===== src/rtl/fu_completion_monitor.sv =====
// Execute-stage completion monitor: tracks one in-flight instruction per FU channel
// and reports protocol violations on issue/CDB/branch-resolve traffic.
module fu_completion_monitor #(
  parameter int unsigned NUM_CH  = 4,
  parameter int unsigned N       = 2,
  parameter int unsigned MAX_LAT = 8,
  parameter int unsigned TAG_W   = 6,
  parameter int unsigned BM_W    = 4,
  localparam int unsigned CH_W   = (NUM_CH > 1) ? $clog2(NUM_CH) : 1,
  localparam int unsigned CNT_W  = $clog2(NUM_CH + 1)
) (
  input  logic                    clock,
  input  logic                    reset,
  input  logic [NUM_CH-1:0]       issue_valid,
  input  logic [NUM_CH*TAG_W-1:0] issue_tag,
  input  logic [NUM_CH*BM_W-1:0]  issue_bmask,
  input  logic [N-1:0]            cdb_valid,
  input  logic [N*TAG_W-1:0]      cdb_tag,
  input  logic [N*CH_W-1:0]       cdb_src,
  input  logic [BM_W-1:0]         resolve_mask,
  input  logic                    resolve_mispred,
  output logic                    err_valid,
  output logic [2:0]              err_code,
  output logic [CH_W-1:0]         err_ch,
  output logic [2:0]              err_sticky,
  output logic [7:0]              err_count,
  output logic [CNT_W-1:0]        inflight_count
);

  localparam int unsigned AGE_W  = $clog2(MAX_LAT + 1);
  localparam int unsigned HIT_W  = $clog2(N + 1);
  localparam int unsigned NCODE  = 5;
  localparam int unsigned SUM_W  = $clog2(NUM_CH * NCODE + 1);
  localparam int unsigned ACC_W  = 9 + SUM_W;

  // Violation vector bit b corresponds to error code b+1.
  localparam int unsigned V_DUP      = 0;
  localparam int unsigned V_SPUR     = 1;
  localparam int unsigned V_MISMATCH = 2;
  localparam int unsigned V_ISSBUSY  = 3;
  localparam int unsigned V_TIMEOUT  = 4;

  typedef enum logic {
    IDLE = 1'b0,
    BUSY = 1'b1
  } ch_state_t;

  typedef struct packed {
    ch_state_t        st;
    logic [TAG_W-1:0] tag;
    logic [BM_W-1:0]  bmask;
    logic [AGE_W-1:0] age;
  } ch_entry_t;

  ch_entry_t [NUM_CH-1:0]            ch_q;
  ch_entry_t [NUM_CH-1:0]            ch_d;
  logic      [NUM_CH-1:0][NCODE-1:0] viol;

  logic             resolve_ok;
  logic             resolve_bad;
  logic [HIT_W-1:0] hits;
  logic             match;
  logic             any_hit;
  logic             busy;
  logic             squash;
  logic             timeout;
  logic [BM_W-1:0]  iss_bm;

  logic             rep_valid;
  logic [2:0]       rep_code;
  logic [CH_W-1:0]  rep_ch;
  logic [SUM_W-1:0] viol_sum;
  logic [ACC_W-1:0] count_acc;
  logic [7:0]       count_d;
  logic [CNT_W-1:0] inflight_d;

  // Per-channel next state and violation detection
  always_comb begin
    ch_d        = ch_q;
    viol        = '0;
    hits        = '0;
    match       = 1'b0;
    any_hit     = 1'b0;
    busy        = 1'b0;
    squash      = 1'b0;
    timeout     = 1'b0;
    iss_bm      = '0;
    resolve_ok  = (resolve_mask != '0) && !resolve_mispred;
    resolve_bad = (resolve_mask != '0) && resolve_mispred;

    for (int c = 0; c < NUM_CH; c++) begin
      hits  = '0;
      match = 1'b0;
      for (int k = 0; k < N; k++) begin
        if (cdb_valid[k] && (cdb_src[k*CH_W +: CH_W] == CH_W'(c))) begin
          hits = hits + HIT_W'(1);
          if (cdb_tag[k*TAG_W +: TAG_W] == ch_q[c].tag) match = 1'b1;
        end
      end
      any_hit = (hits != '0);
      busy    = (ch_q[c].st == BUSY);
      squash  = busy && resolve_bad && ((ch_q[c].bmask & resolve_mask) != '0);
      timeout = busy && !any_hit && !squash &&
                ((32'(ch_q[c].age) + 32'd1) == MAX_LAT);

      if (hits > HIT_W'(1))       viol[c][V_DUP]      = 1'b1;
      else if (any_hit && !busy)  viol[c][V_SPUR]     = 1'b1;
      else if (any_hit && !match) viol[c][V_MISMATCH] = 1'b1;
      viol[c][V_TIMEOUT] = timeout;

      // Any CDB hit, a squash or a timeout retires the held instruction
      if (busy) begin
        if (any_hit || squash || timeout) begin
          ch_d[c] = '0;
        end else begin
          ch_d[c].age = ch_q[c].age + AGE_W'(1);
          if (resolve_ok) ch_d[c].bmask = ch_q[c].bmask & ~resolve_mask;
        end
      end

      // Issues on the wrong path of a same-cycle mispredict never enter the unit
      iss_bm = issue_bmask[c*BM_W +: BM_W];
      if (issue_valid[c] && !(resolve_bad && ((iss_bm & resolve_mask) != '0))) begin
        if (busy && !any_hit && !squash) viol[c][V_ISSBUSY] = 1'b1;
        ch_d[c].st    = BUSY;
        ch_d[c].tag   = issue_tag[c*TAG_W +: TAG_W];
        ch_d[c].bmask = resolve_ok ? (iss_bm & ~resolve_mask) : iss_bm;
        ch_d[c].age   = '0;
      end
    end
  end

  // Error arbitration (lowest channel, then lowest code) and counting
  always_comb begin
    rep_valid  = 1'b0;
    rep_code   = '0;
    rep_ch     = '0;
    viol_sum   = '0;
    inflight_d = '0;
    for (int c = 0; c < NUM_CH; c++) begin
      for (int b = 0; b < NCODE; b++) viol_sum = viol_sum + SUM_W'(viol[c][b]);
      if (!rep_valid && (viol[c] != '0)) begin
        rep_valid = 1'b1;
        rep_ch    = CH_W'(c);
        for (int b = NCODE - 1; b >= 0; b--) begin
          if (viol[c][b]) rep_code = 3'(b + 1);
        end
      end
      inflight_d = inflight_d + CNT_W'(ch_d[c].st == BUSY);
    end
    count_acc = ACC_W'(err_count) + ACC_W'(viol_sum);
    count_d   = (count_acc > ACC_W'(255)) ? 8'hFF : count_acc[7:0];
  end

  always_ff @(posedge clock) begin
    if (reset) begin
      ch_q           <= '0;
      err_valid      <= 1'b0;
      err_code       <= '0;
      err_ch         <= '0;
      err_sticky     <= '0;
      err_count      <= '0;
      inflight_count <= '0;
    end else begin
      ch_q           <= ch_d;
      err_valid      <= rep_valid;
      err_code       <= rep_code;
      err_ch         <= rep_ch;
      err_count      <= count_d;
      inflight_count <= inflight_d;
      if (rep_valid && (err_sticky == '0)) err_sticky <= rep_code;
    end
  end

endmodule


===== config.mk =====
export PLATFORM = sky130hd
export DESIGN_NAME = fu_completion_monitor
export DESIGN_NICKNAME = d
export VERILOG_FILES = /design/src/rtl/fu_completion_monitor.sv
export SDC_FILE = /design/constraint.sdc
export NUM_CORES = 1
export LEC_CHECK = 0
export BUFFER_PORTS_ARGS = -buffer_cell sky130_fd_sc_hd__buf_2
export CORE_MARGIN = 2
export CORE_UTILIZATION = 62
export DETAILED_ROUTE_END_ITERATION = 12
export PLACE_DENSITY = 0.95
export SLEW_MARGIN = 15
export SYNTH_ARGS = -nofsm -noshare
export SYNTH_HDL_FRONTEND = slang
export SYNTH_SLANG_ARGS = --single-unit

===== constraint.sdc =====
create_clock -name clock -period 10.32 [get_ports clock]
set_input_delay 2.064 -clock clock [delete_from_list [all_inputs] [get_ports clock]]
set_output_delay 2.064 -clock clock [all_outputs]
set_load 0.01 [all_outputs]

==> Yosys cells after proc, flatten, opt, wreduce, memory -nomap -nowiden <==
Cells that the tools add are included.
{ "word_totals": {"register_bits": 80, "latch_bits": 0, "ramBits": 0, "romBits": 0, "input_bits": 69, "wordCells": 331, "mem_count": 0} }
{ "classes": {"addsub": 35, "mul": 0, "div_mod_pow": 0, "magnitude_cmp": 5, "n_eq_ne": 18, "shift": 0, "mux": 108, "n_bitwise": 17, "reduce_logical": 126} }
{ "op_table": {"columns": ["op", "n"], "rows": [
  ["15-bit 2-to-1 mux", 8],
  ["5-bit by 1-bit adder with 5-bit output", 15],
  ["3-bit 2-to-1 mux", 24],
  ["4-bit AND", 16],
  ["1-bit logical AND", 50],
  ["1-bit 2-to-1 mux", 49],
  ["6-bit equality test", 8],
  ["8-bit 2-to-1 mux", 5],
  ["4-bit nonzero test", 9],
  ["4-bit 2-to-1 mux", 8],
  ["7-bit 2-to-1 mux", 4],
  ["1-bit zero test", 24],
  ["2-bit nonzero test", 12],
  ["4-bit by 1-bit adder with 5-bit output (second input constant)", 4],
  ["5-bit by 4-bit equality test with 1-bit output (second input constant)", 4],
  ["2-bit 2-to-1 mux", 10],
  ["5-bit nonzero test", 4],
  ["4-bit by 1-bit adder with 4-bit output (second input constant)", 4],
  ["2-bit AND reduction", 8],
  ["3-bit nonzero test", 4],
  ["8-bit by 5-bit adder with 9-bit output", 1],
  ["9-bit by 8-bit > comparator with 1-bit output (second input constant)", 1],
  ["2-bit by 1-bit adder with 2-bit output (second input constant)", 4],
  ["2-bit equality test (second input constant)", 4],
  ["12 further kinds", 29]
]} }

==> Depth between registers and ports, before layout <==
Gate-level depths: netlist (run 1).
{ "logic_depth": {"depth_word": 34, "ltp_mapped": 23} }

==> Worst setup path before layout (run 1) <==
Ideal clock, no wire load.
{ "synth_path": {"kind": "input to register", "start": "in resolve_mask[2]", "end": "reg err_count[7]", "setup_time_ps": 86, "arrival_time_ps": 7549, "slack_ps": 2685, "path_stages": 19, "n_path_buf": 1, "path_cell_list": "o41ai_4 -> a21oi_1 -> nor2_1 -> clkbuf_1 -> nand2_1 -> fa_1 -> fa_1 -> fa_1 -> fa_1 -> fa_1 -> fa_1 -> fa_1 -> nor2b_1 -> o21ai_0 -> a21boi_0 -> o21ai_0 -> and3_1 -> o211a_1 -> a211oi_1"} }
{ "synth_between": {"elab_chain_len": 28} }
{ "synth_lines": {"columns": ["element", "line", "source"], "rows": [
  ["start, declared", "20", "input logic [BM_W-1:0] resolve_mask,"],
  ["4-bit nonzero test", "89", "resolve_bad = (resolve_mask != '0) && resolve_mispred;"],
  ["1-bit logical AND", "89", null],
  ["1-bit logical AND (2 in a row)", "102", "squash = busy && resolve_bad && ((ch_q[c].bmask & resolve_mask) != '0);"],
  ["1-bit zero test", "103, 124", null],
  ["1-bit logical AND", "103, 124", null],
  ["1-bit 2-to-1 mux", "124", "if (busy && !any_hit && !squash) viol[c][V_ISSBUSY] = 1'b1;"],
  ["1-bit 2-to-1 mux", "123", "if (issue_valid[c] && !(resolve_bad && ((iss_bm & resolve_mask) != '0))) begin"],
  ["3-bit by 1-bit adder with 4-bit output", "141", "for (int b = 0; b < NCODE; b++) viol_sum = viol_sum + SUM_W'(viol[c][b]);"],
  ["4-bit by 1-bit adder with 5-bit output", "141", null],
  ["5-bit by 1-bit adder with 5-bit output (14 in a row)", "141", null],
  ["5-bit by 1-bit adder with 5-bit output (*)", "141", null],
  ["8-bit by 5-bit adder with 9-bit output (*)", "151", "count_acc = ACC_W'(err_count) + ACC_W'(viol_sum);"],
  ["9-bit by 8-bit > comparator with 1-bit output", "152", "count_d = (count_acc > ACC_W'(255)) ? 8'hFF : count_acc[7:0];"],
  ["8-bit 2-to-1 mux (*)", "152", null],
  ["end signal, assigned", "169", "err_count <= count_d;"],
  ["end, declared", "26", "output logic [7:0] err_count,"]
]} }
Every way passes the cells marked *; elsewhere a longest branch is shown, timed or not.
A chain may end at the register's enable or synchronous reset.

==> Worst setup path in the final report (run 1) <==
{ "layout_path": {"start": "in resolve_mask[2]", "end": "reg err_count[2]"} }
Same word-level chain as after synthesis.

==> impl_metrics.env, run 1 <==
export IMPL_status="completed"
export IMPL_seqPwrFrac_pct=42.5
export IMPL_finalNonFillerCells=842
export IMPL_avgSynthCellArea_um2=8.177
export IMPL_antenna_found_initial=0
export IMPL_synth_area_um2=5331
export IMPL_path_max_fanout=15
export IMPL_tns_ps=0
export IMPL_routed_via_count=5513
export IMPL_critPathArrivalTime_ps=8140
export IMPL_clk_pin_slew_worst_paths_ps=90
export IMPL_crit_buf_inv=1
export IMPL_start_util_pct=64.56
export IMPL_finalHoldViolations=0
export IMPL_dp_cells=826
export IMPL_cp_required_ps=10610
export IMPL_drc_errors=0
export IMPL_cts_hold_buf=0
export IMPL_drtIter0Drc=506
export IMPL_cts_sinks=80
export IMPL_cts_root_buf="clkbuf_8"
export IMPL_postCtsSetupRepairBufs=0
export IMPL_swShare_pct=34.29
export IMPL_fin_crit_ps=7852
export IMPL_rsz0062_at_grt="false"
export IMPL_yosys_warnings=0
export IMPL_worstSkewPairLatency_ps=370
export IMPL_min_path_type="reg2reg"
export IMPL_grt_max_degree=84
export IMPL_reg2reg_depth=17
export IMPL_r2r_end="err_count[2]"
export IMPL_ant_nets=0
export IMPL_cts_made_buffers=9
export IMPL_fp_coreArea_um2=8258
export IMPL_cts_resized=0
export IMPL_reg2reg_from="ch_q[14]"
export IMPL_grt_total_usage_pct=32.11
export IMPL_syn_num_nets=759
export IMPL_finalMaxSlewViolations=0
export IMPL_min_to="ch_q[51]"
export IMPL_critPathSlowestCell="o41ai_4"
export IMPL_die_area_um2=9357
export IMPL_max_freq_ghz=0.1273
export IMPL_grt_pass1_vias=5254
export IMPL_r2r_slack_ps=4290
export IMPL_irDropWorstVdd_uv=89.03
export IMPL_switching_power_mw=0.2817
export IMPL_cts_max_level=3
export IMPL_comb_power_share_pct=28.0
export IMPL_vias_per_cell=6.548
export IMPL_port_buffers=88
export IMPL_hold_depth=2
export IMPL_io_pins=89
export IMPL_clk_path_buf_depth=2
export IMPL_synth_flop_cell="dfxtp_1"
export IMPL_layout_drive_gt1_share_pct=16.82
export IMPL_path_class="in2reg"
export IMPL_syn2layout_area_growth_pct=13.52
export IMPL_synth_edf_count=0
export IMPL_final_core_util_pct=73.29
export IMPL_nets=839
export IMPL_cp_depth=19
export IMPL_p_per_area_nw_per_um2=135.7
export IMPL_yosysSeqAreaShare_pct=30.04
export IMPL_maxCapViolCount=0
export IMPL_setup_viol=0
export IMPL_die_h_um=96.73
export IMPL_die_w_um=96.73
export IMPL_cp_end_kind="flop"
export IMPL_post_route_period_util_pct=76.09
export IMPL_p_total_mw=0.8214
export IMPL_critPathMostFrequentCell="fa_1"
export IMPL_grt_overflow_total=0
export IMPL_routedWlPerCell_um=18.13
export IMPL_antenna_diode_count=0
export IMPL_netlist_instances=652
export IMPL_async_flop_share_pct=0
export IMPL_slew_headroom_pct=44.04
export IMPL_hp_start="ch_q[51]"
export IMPL_cp_cell_sequence="buf_2 -> o41ai_4 -> a21oi_1 -> nor3_2 -> nand2_1 -> fa_1 -> fa_1 -> fa_1 -> fa_1 -> fa_1 -> fa_1 -> fa_1 -> nor2b_1 -> o21ai_0 -> a21boi_0 -> o21ai_0 -> nand2_1 -> nand3_1 -> a21oi_1"
export IMPL_skew_ps=12.54
export IMPL_grt_first_pass_wirelength_um=24900
export IMPL_p_leak_nw=2.573
export IMPL_num_rows=33
export IMPL_ys_types=62
export IMPL_crit_family="adder cells"
export IMPL_power_internal_mw=0.5397
export IMPL_cp_start_kind="input port"
export IMPL_dpl_hpwl_um=11690
export IMPL_tightest_slew_ps=839.4
export IMPL_gp_congestion=0.9973
export IMPL_max_stage_delay_ps=630
export IMPL_clockPowerShare_pct=29.5
export IMPL_cts_tree="done"
export IMPL_firstDrtPassIters=7
export IMPL_synth_seq_cells=80
export IMPL_drt_wl_total_um=15270
[routing by layer]
layer  vias up  track usage (%)  routed length, um
li1       2528                -                  -
met1      2587            40.80               6012
met2       349            55.66               7383
met3        49            5.130               1462
met4         0            10.62                410
met5         -                0                  0
[final cells by class]
cell class | instances | area [um^2]
Multi-Input combinational cell | 516 | 3518
Clock buffer | 9 | 123.9
Tap cell | 105 | 131.4
Sequential cell | 80 | 1602
Clock inverter | 7 | 78.83
Inverter | 32 | 120.1
Fill cell | 630 | 2206
Timing Repair Buffer | 93 | 478.0
[state kept, by name, indices dropped and copies added (netlist names)]
name / flops
err_valid: 1
ch_q: 59
err_ch: 2
inflight_count: 3
err_count: 8
err_code: 3
busy: 1
err_sticky: 3
[worst max-delay path by stage]
stage / startpoint / to / slack [ps]
4_1_cts: resolve_mask[2] / err_count[7] / 2500
3_3_place_gp: resolve_mask[2] / err_count[7] / 2360
3_5_place_dp: resolve_mask[2] / err_count[7] / 2160
6_report: resolve_mask[2] / err_count[2] / 2470
5_1_grt: resolve_mask[2] / err_count[1] / 2180
2_1_floorplan: resolve_mask[2] / err_count[7] / 2690
[cell usage in the layout (no fill, tap or decap), types with 10 or more instances in the layout]
master    Yosys  final
a211oi_1     10     10
fa_1         15     15
dfxtp_1      80     80
a21oi_1      50     50
nor3_1       18     18
nand2b_1     11     11
nand2_1      48     48
nor2_1       71     71
nand3_1      29     29
o21ai_0      32     32
xnor2_1      29     29
inv_1        31     31
xor2_1       24     24
ha_1         23     23
a22oi_1      37     37
buf_2         1     88
[tightest hold or removal path: stages (launching register included)]
cell     delay [ps]
dfxtp_1         320
o21ai_0          70
a21oi_1          60
[cell usage after synthesis (5+ instances only)]
master / count / area share (%)
a32oi_1: 8 / 1.3
clkbuf_1: 23 / 1.6
nand2b_1: 11 / 1.3
nor2b_1: 9 / 1.1
nor4_1: 7 / 0.82
inv_1: 31 / 2.2
a21oi_1: 50 / 4.7
ha_1: 23 / 5.4
nor2_1: 71 / 5.0
xor2_1: 24 / 3.9
dfxtp_1: 80 / 30
nor3_1: 18 / 1.7
a22oi_1: 37 / 5.2
nor3b_1: 6 / 0.84
nand2_1: 48 / 3.4
xnor2_1: 29 / 4.8
nand3b_1: 5 / 0.70
fa_1: 15 / 5.6
o21ai_0: 32 / 3.0
nand3_1: 29 / 2.7
and3_1: 6 / 0.70
a211oi_1: 10 / 1.4
nand4_1: 8 / 0.94
[stage by stage]
step	hold WS [ps]	cell area (um^2)	worst slack, ps
6_report	486.6	6052	2468
5_1_grt	509.5	6052	2178
4_1_cts	484.4	6052	2504
3_5_place_dp	469.9	5849	2156
3_3_place_gp	463.5	5849	2363
2_1_floorplan	449.3	5331	2685
[power groups by stage]
| stage | clock network [mW] | logic [mW] | registers, mW |
|---|---|---|---|
| final | 0.242 | 0.230 | 0.349 |
| after global routing | 0.256 | 0.253 | 0.353 |
| after CTS | 0.242 | 0.226 | 0.349 |
| after detailed placement | 0 | 0.225 | 0.356 |
| after global placement | 0 | 0.214 | 0.355 |
| after floorplan | 0 | 0.148 | 0.356 |
[logic make-up (layout without fill, tap and decap cells)]
| group | Yosys count | count (layout) | share of synthesized area (%) |
|---|---|---|---|
| AO/OA/AOI/OAI | 183 | 183 | 23.33 |
| XOR/XNOR | 53 | 53 | 8.707 |
| adder cells (fa/ha/maj) | 38 | 38 | 11.03 |
| buffers and inverters | 56 | 141 | 3.966 |
| flip-flops | 80 | 80 | 30.04 |
| multiplexers | 1 | 1 | 0.1878 |
| AND/OR/NAND/NOR | 241 | 241 | 22.74 |
(Power assumes the default switching activity.)
==> run 2: changes to the inputs <==
- CORE_UTILIZATION: 62 -> 57
- PLACE_DENSITY: 0.95 -> 0.92
- clock period: 10.32 -> 7.3 ns (I/O delays scaled with it)
==> impl_metrics.env, run 2 (synthesis gave the netlist of run 1 again) <==
export IMPL_status="completed"
export IMPL_antenna_found_initial=0
export IMPL_top_register="ch_q"
export IMPL_max_freq_ghz=0.1470
export IMPL_layout_commonest_cell="buf_2"
export IMPL_min_path_type="reg2reg"
export IMPL_start_util_pct=58.25
export IMPL_clockPowerShare_pct=28.2
export IMPL_grt_use_met3_pct=6.241
export IMPL_path_class="in2reg"
export IMPL_tightest_slew_ps=828.6
export IMPL_slew_headroom_pct=44.76
export IMPL_port_buffers=88
export IMPL_die_w_um=100.7
export IMPL_final_cell_mix="buf_2 (88), dfxtp_1 (80), nor2_1 (71)"
export IMPL_routedWlPerCell_um=18.29
export IMPL_reg_top3="ch_q x59, err_count x8"
export IMPL_grt_pass1_vias=5391
export IMPL_io_pins=89
export IMPL_cp_required_ps=7560
export IMPL_largest_reg_flops=59
export IMPL_firstDrtPassIters=8
export IMPL_path_max_fanout=6
export IMPL_cts_resized=0
export IMPL_comb_power_share_pct=28.4
export IMPL_postCtsSetupRepairBufs=0
export IMPL_use_met1_pct=37.81
export IMPL_vias_per_cell=6.556
export IMPL_setup_viol=0
export IMPL_drtIter0Drc=437
export IMPL_critPathMostFrequentCell="fa_1"
export IMPL_num_rows=35
export IMPL_routed_via_count=5599
export IMPL_finalMaxSlewViolations=0
export IMPL_die_area_um2=10140
export IMPL_dpl_hpwl_um=12180
export IMPL_skew_ps=14.58
export IMPL_cp_start_kind="input port"
export IMPL_critPathArrivalTime_ps=7070
export IMPL_p_per_area_nw_per_um2=188.0
export IMPL_layout_drive_gt1_share_pct=17.36
export IMPL_cts_root_buf="clkbuf_8"
export IMPL_pre_cts_ws_ps=233.0
export IMPL_clk_path_buf_depth=2
export IMPL_max_stage_delay_ps=530
export IMPL_antenna_diode_count=0
export IMPL_fin_crit_ps=6804
export IMPL_swShare_pct=33.67
export IMPL_irDropWorstVdd_uv=141.7
export IMPL_drt_wl_total_um=15620
export IMPL_finalHoldViolations=0
export IMPL_nets=845
export IMPL_p_leak_nw=2.597
export IMPL_grt_first_pass_wirelength_um=25430
export IMPL_rsz0062_at_grt="false"
export IMPL_cts_max_level=3
export IMPL_ant_nets=0
export IMPL_fp_coreArea_um2=9153
export IMPL_power_internal_mw=0.7594
export IMPL_top_usage_layer="met2"
export IMPL_cts_sinks=80
export IMPL_maxCapViolCount=0
export IMPL_die_h_um=100.7
export IMPL_cp_end_kind="flop"
export IMPL_grt_overflow_total=0
export IMPL_cts_hold_buf=0
export IMPL_cts_tree="done"
export IMPL_cp_cell_sequence="buf_2 -> o41ai_4 -> buf_4 -> a21oi_2 -> or3_4 -> nor2_1 -> ha_1 -> inv_1 -> fa_1 -> fa_1 -> fa_1 -> fa_1 -> fa_1 -> fa_1 -> nor2b_1 -> o21ai_0 -> a21boi_0 -> o21ai_0 -> and3_1 -> o211a_1 -> a211oi_1"
export IMPL_use_met2_pct=53.74
export IMPL_critPathSlowestCell="fa_1"
export IMPL_gp_congestion=1.051
export IMPL_worstSkewPairLatency_ps=360
export IMPL_drc_errors=0
export IMPL_grt_total_usage_pct=31.51
export IMPL_seqPwrFrac_pct=43.4
export IMPL_fin_ws_ps=495.6
export IMPL_clk_pin_slew_worst_paths_ps=80
export IMPL_switching_power_mw=0.3856
export IMPL_tns_ps=0
export IMPL_post_route_period_util_pct=93.21
export IMPL_grt_max_degree=84
export IMPL_cts_made_buffers=9
export IMPL_syn2layout_area_growth_pct=14.22
run 2: metal layers:
layer / vias to the layer above / share of wire (%) / routed length (um)
met5: - / 0 / 0
met4: 0 / 4.8 / 751
met3: 85 / 9.9 / 1551
met2: 390 / 48 / 7513
met1: 2595 / 37 / 5802
li1: 2529 / - / -
run 2: per-stage QoR:
step | total power [mW] | util [%] | cell area (um^2) | hold WS [ps] | cells
floorplan | 0.7128 | - | 5331 | 449.3 | 652
global placement | 0.8061 | 64.48 | 5902 | 461.3 | 838
detailed placement | 0.8260 | 64.48 | 5902 | 470.6 | 838
CTS | 1.141 | 66.53 | 6090 | 480.9 | 854
global route | 1.204 | 66.53 | 6090 | 495.5 | 854
finish | 1.145 | 66.53 | 6090 | 475.8 | 854
run 2: final timing paths:
path              startpoint           end  slack [ps]  cells past startpoint
max reg2reg         ch_q[45]  err_count[7]        1310                     18
min                 ch_q[36]      ch_q[36]         480                      2
min reg2reg         ch_q[36]      ch_q[36]         480                      2
max          resolve_mask[2]  err_count[7]         500                     21
run 2: final cells by class:
class	instances	area (um^2)
fillers	722	3063
multi-input cells	516	3518
clock inverters	6	60.06
repair buffers	99	523.0
flip-flops and latches	80	1602
well taps	111	138.9
inverters	32	120.1
clock buffers	10	127.6
run 2: worst max-delay path, delay by kind of cell:
kind | cells | cell delay [ps]
compound gates | 7 | 1400
fa+ha+maj | 7 | 2940
buf+inv | 3 | 400
simple gates | 4 | 860
run 2: power by group through the flow:
stage	sequential (mW)	combinational [mW]	clock, mW
after floorplan	0.503	0.210	0
after global placement	0.504	0.302	0
after detailed placement	0.506	0.320	0
after CTS	0.496	0.322	0.323
after global routing	0.501	0.362	0.341
final	0.497	0.325	0.322
==> run 3: changes to the inputs <==
- MAX_ROUTING_LAYER: unset -> met4
==> impl_metrics.env, run 3 (synthesis gave the netlist of run 1 again) <==
export IMPL_status="completed"
export IMPL_p_per_area_nw_per_um2=187.7
export IMPL_gp_congestion=1.031
export IMPL_nets=844
export IMPL_cts_made_buffers=9
export IMPL_num_rows=35
export IMPL_dpl_hpwl_um=12300
export IMPL_syn2layout_area_growth_pct=14.01
export IMPL_post_route_period_util_pct=94.04
export IMPL_grt_total_usage_pct=32.61
export IMPL_critPathArrivalTime_ps=7140
export IMPL_routedWlPerCell_um=18.70
export IMPL_antenna_found_initial=0
export IMPL_maxCapViolCount=0
export IMPL_r2r_slack_ps=1320
export IMPL_tightest_slew_ps=839.5
export IMPL_drc_errors=0
export IMPL_grt_pass1_vias=5330
export IMPL_grt_first_pass_wirelength_um=25420
export IMPL_slew_headroom_pct=44.03
export IMPL_cts_hold_buf=0
export IMPL_tns_ps=0
export IMPL_critPathMostFrequentCell="fa_1"
export IMPL_seq_area_um2=1602
export IMPL_max_freq_ghz=0.1457
export IMPL_cts_tree="done"
export IMPL_reg_top3="ch_q x59, err_count x8"
export IMPL_worstSkewPairLatency_ps=370
export IMPL_multi_input_area_um2=3518
export IMPL_finalNonFillerCells=853
export IMPL_max_stage_delay_ps=530
export IMPL_start_util_pct=58.25
export IMPL_cts_resized=0
export IMPL_top_register="ch_q"
export IMPL_fp_coreArea_um2=9153
export IMPL_path_class="in2reg"
export IMPL_p_leak_nw=2.597
export IMPL_grt_overflow_total=0
export IMPL_drtIter0Drc=302
export IMPL_vias_per_cell=6.423
export IMPL_io_pins=89
export IMPL_routed_via_count=5479
export IMPL_die_area_um2=10140
export IMPL_die_w_um=100.7
export IMPL_port_buffers=88
export IMPL_cp_end_kind="flop"
export IMPL_rsz0062_at_grt="false"
export IMPL_die_h_um=100.7
export IMPL_largest_reg_flops=59
export IMPL_hold_depth=2
export IMPL_clk_pin_slew_worst_paths_ps=90
export IMPL_postCtsSetupRepairBufs=0
export IMPL_dp_cells=837
export IMPL_path_max_fanout=7
export IMPL_skew_ps=14.31
export IMPL_irDropWorstVdd_uv=120.9
export IMPL_cts_root_buf="clkbuf_8"
export IMPL_clk_path_buf_depth=2
export IMPL_reg2reg_depth=18
export IMPL_final_cell_mix="buf_2 (88), dfxtp_1 (80), nor2_1 (71)"
export IMPL_finalHoldViolations=0
export IMPL_cp_start_kind="input port"
export IMPL_layout_drive_gt1_share_pct=17.39
export IMPL_finalMaxSlewViolations=0
export IMPL_num_fill_cells=754
export IMPL_setup_viol=0
export IMPL_grt_max_degree=84
export IMPL_min_path_type="reg2reg"
export IMPL_drt_wl_total_um=15950
export IMPL_cts_max_level=3
export IMPL_cp_required_ps=7570
export IMPL_critPathSlowestCell="fa_1"
export IMPL_ant_nets=0
export IMPL_cp_cell_sequence="buf_2 -> or3b_2 -> nor2_1 -> nand2_1 -> o22a_1 -> inv_1 -> fa_1 -> inv_1 -> fa_1 -> fa_1 -> fa_1 -> fa_1 -> fa_1 -> fa_1 -> nor2b_1 -> o21ai_0 -> a21boi_0 -> o21ai_0 -> and3_1 -> o211a_1 -> a211oi_1"
export IMPL_cts_sinks=80
export IMPL_antenna_diode_count=0
export IMPL_firstDrtPassIters=5
export IMPL_layout_commonest_cell="buf_2"
export IMPL_fin_crit_ps=6865
-- run 3: changes by cell type in the layout (fill, tap and decap cells not counted), sizes merged --
| cell | previous run | this run |
|---|---|---|
| clkinvlp | 2 | 0 |
| inv | 31 | 36 |
| clkbuf | 10 | 9 |
| clkinv | 4 | 3 |
| bufinv | 1 | 0 |
| buf | 99 | 98 |
-- run 3: power by group --
part	leakage, nW	switching [mW]	internal [mW]	total (mW)
combinational	1.85	0.190	0.135	0.325
clock	0.0969	0.189	0.131	0.320
sequential	0.654	0.0291	0.467	0.497
total	2.60	0.408	0.733	1.14
-- run 3: worst max-delay path: cells and delay by family --
| family | cells | cell delay (ps) |
|---|---|---|
| AO/OA/AOI/OAI | 6 | 1030 |
| buffers and inverters | 3 | 320 |
| AND/OR/NAND/NOR | 5 | 1160 |
| adder cells (fa/ha/maj) | 7 | 3150 |
-- run 3: worst paths after layout --
| kind | start | to |
|---|---|---|
| setup reg to reg | ch_q[45] | err_count[7] |
| hold / removal | ch_q[35] | ch_q[35] |
| setup / recovery | cdb_src[3] | err_count[7] |
| hold reg to reg | ch_q[35] | ch_q[35] |
-- run 3: cell type report --
class / count / area share [%]
clock buffers: 9 / 2.038
clock inverters: 7 / 0.9881
inverters: 32 / 1.976
multi-input cells: 516 / 57.88
flip-flops and latches: 80 / 26.35
well taps: 111 / 2.285
repair buffers: 98 / 8.481
-- run 3: stage by stage --
stage	power, mW	worst slack (ps)	hold slack, ps	area, um^2	util, %
global route	1.201	199.8	508.9	6078	66.41
finish	1.141	435.0	483.0	6078	66.41
detailed placement	0.8253	212.6	468.6	5894	64.40
CTS	1.141	543.2	481.4	6078	66.41
floorplan	0.7128	269.3	449.3	5331	-
global placement	0.8098	408.6	459.1	5894	64.40
-- run 3: routing by layer --
layer  vias to the layer above  part of all wire, %  global-route usage, %  routed length, um
met1                      2580                   41                  39.30               6594
met5                         -                    0                      -                  0
met3                        73                  7.5                  5.687               1189
met2                       288                   47                  53.59               7552
met4                         0                  3.8                  14.12                614
li1                       2538                    -                      -                  -
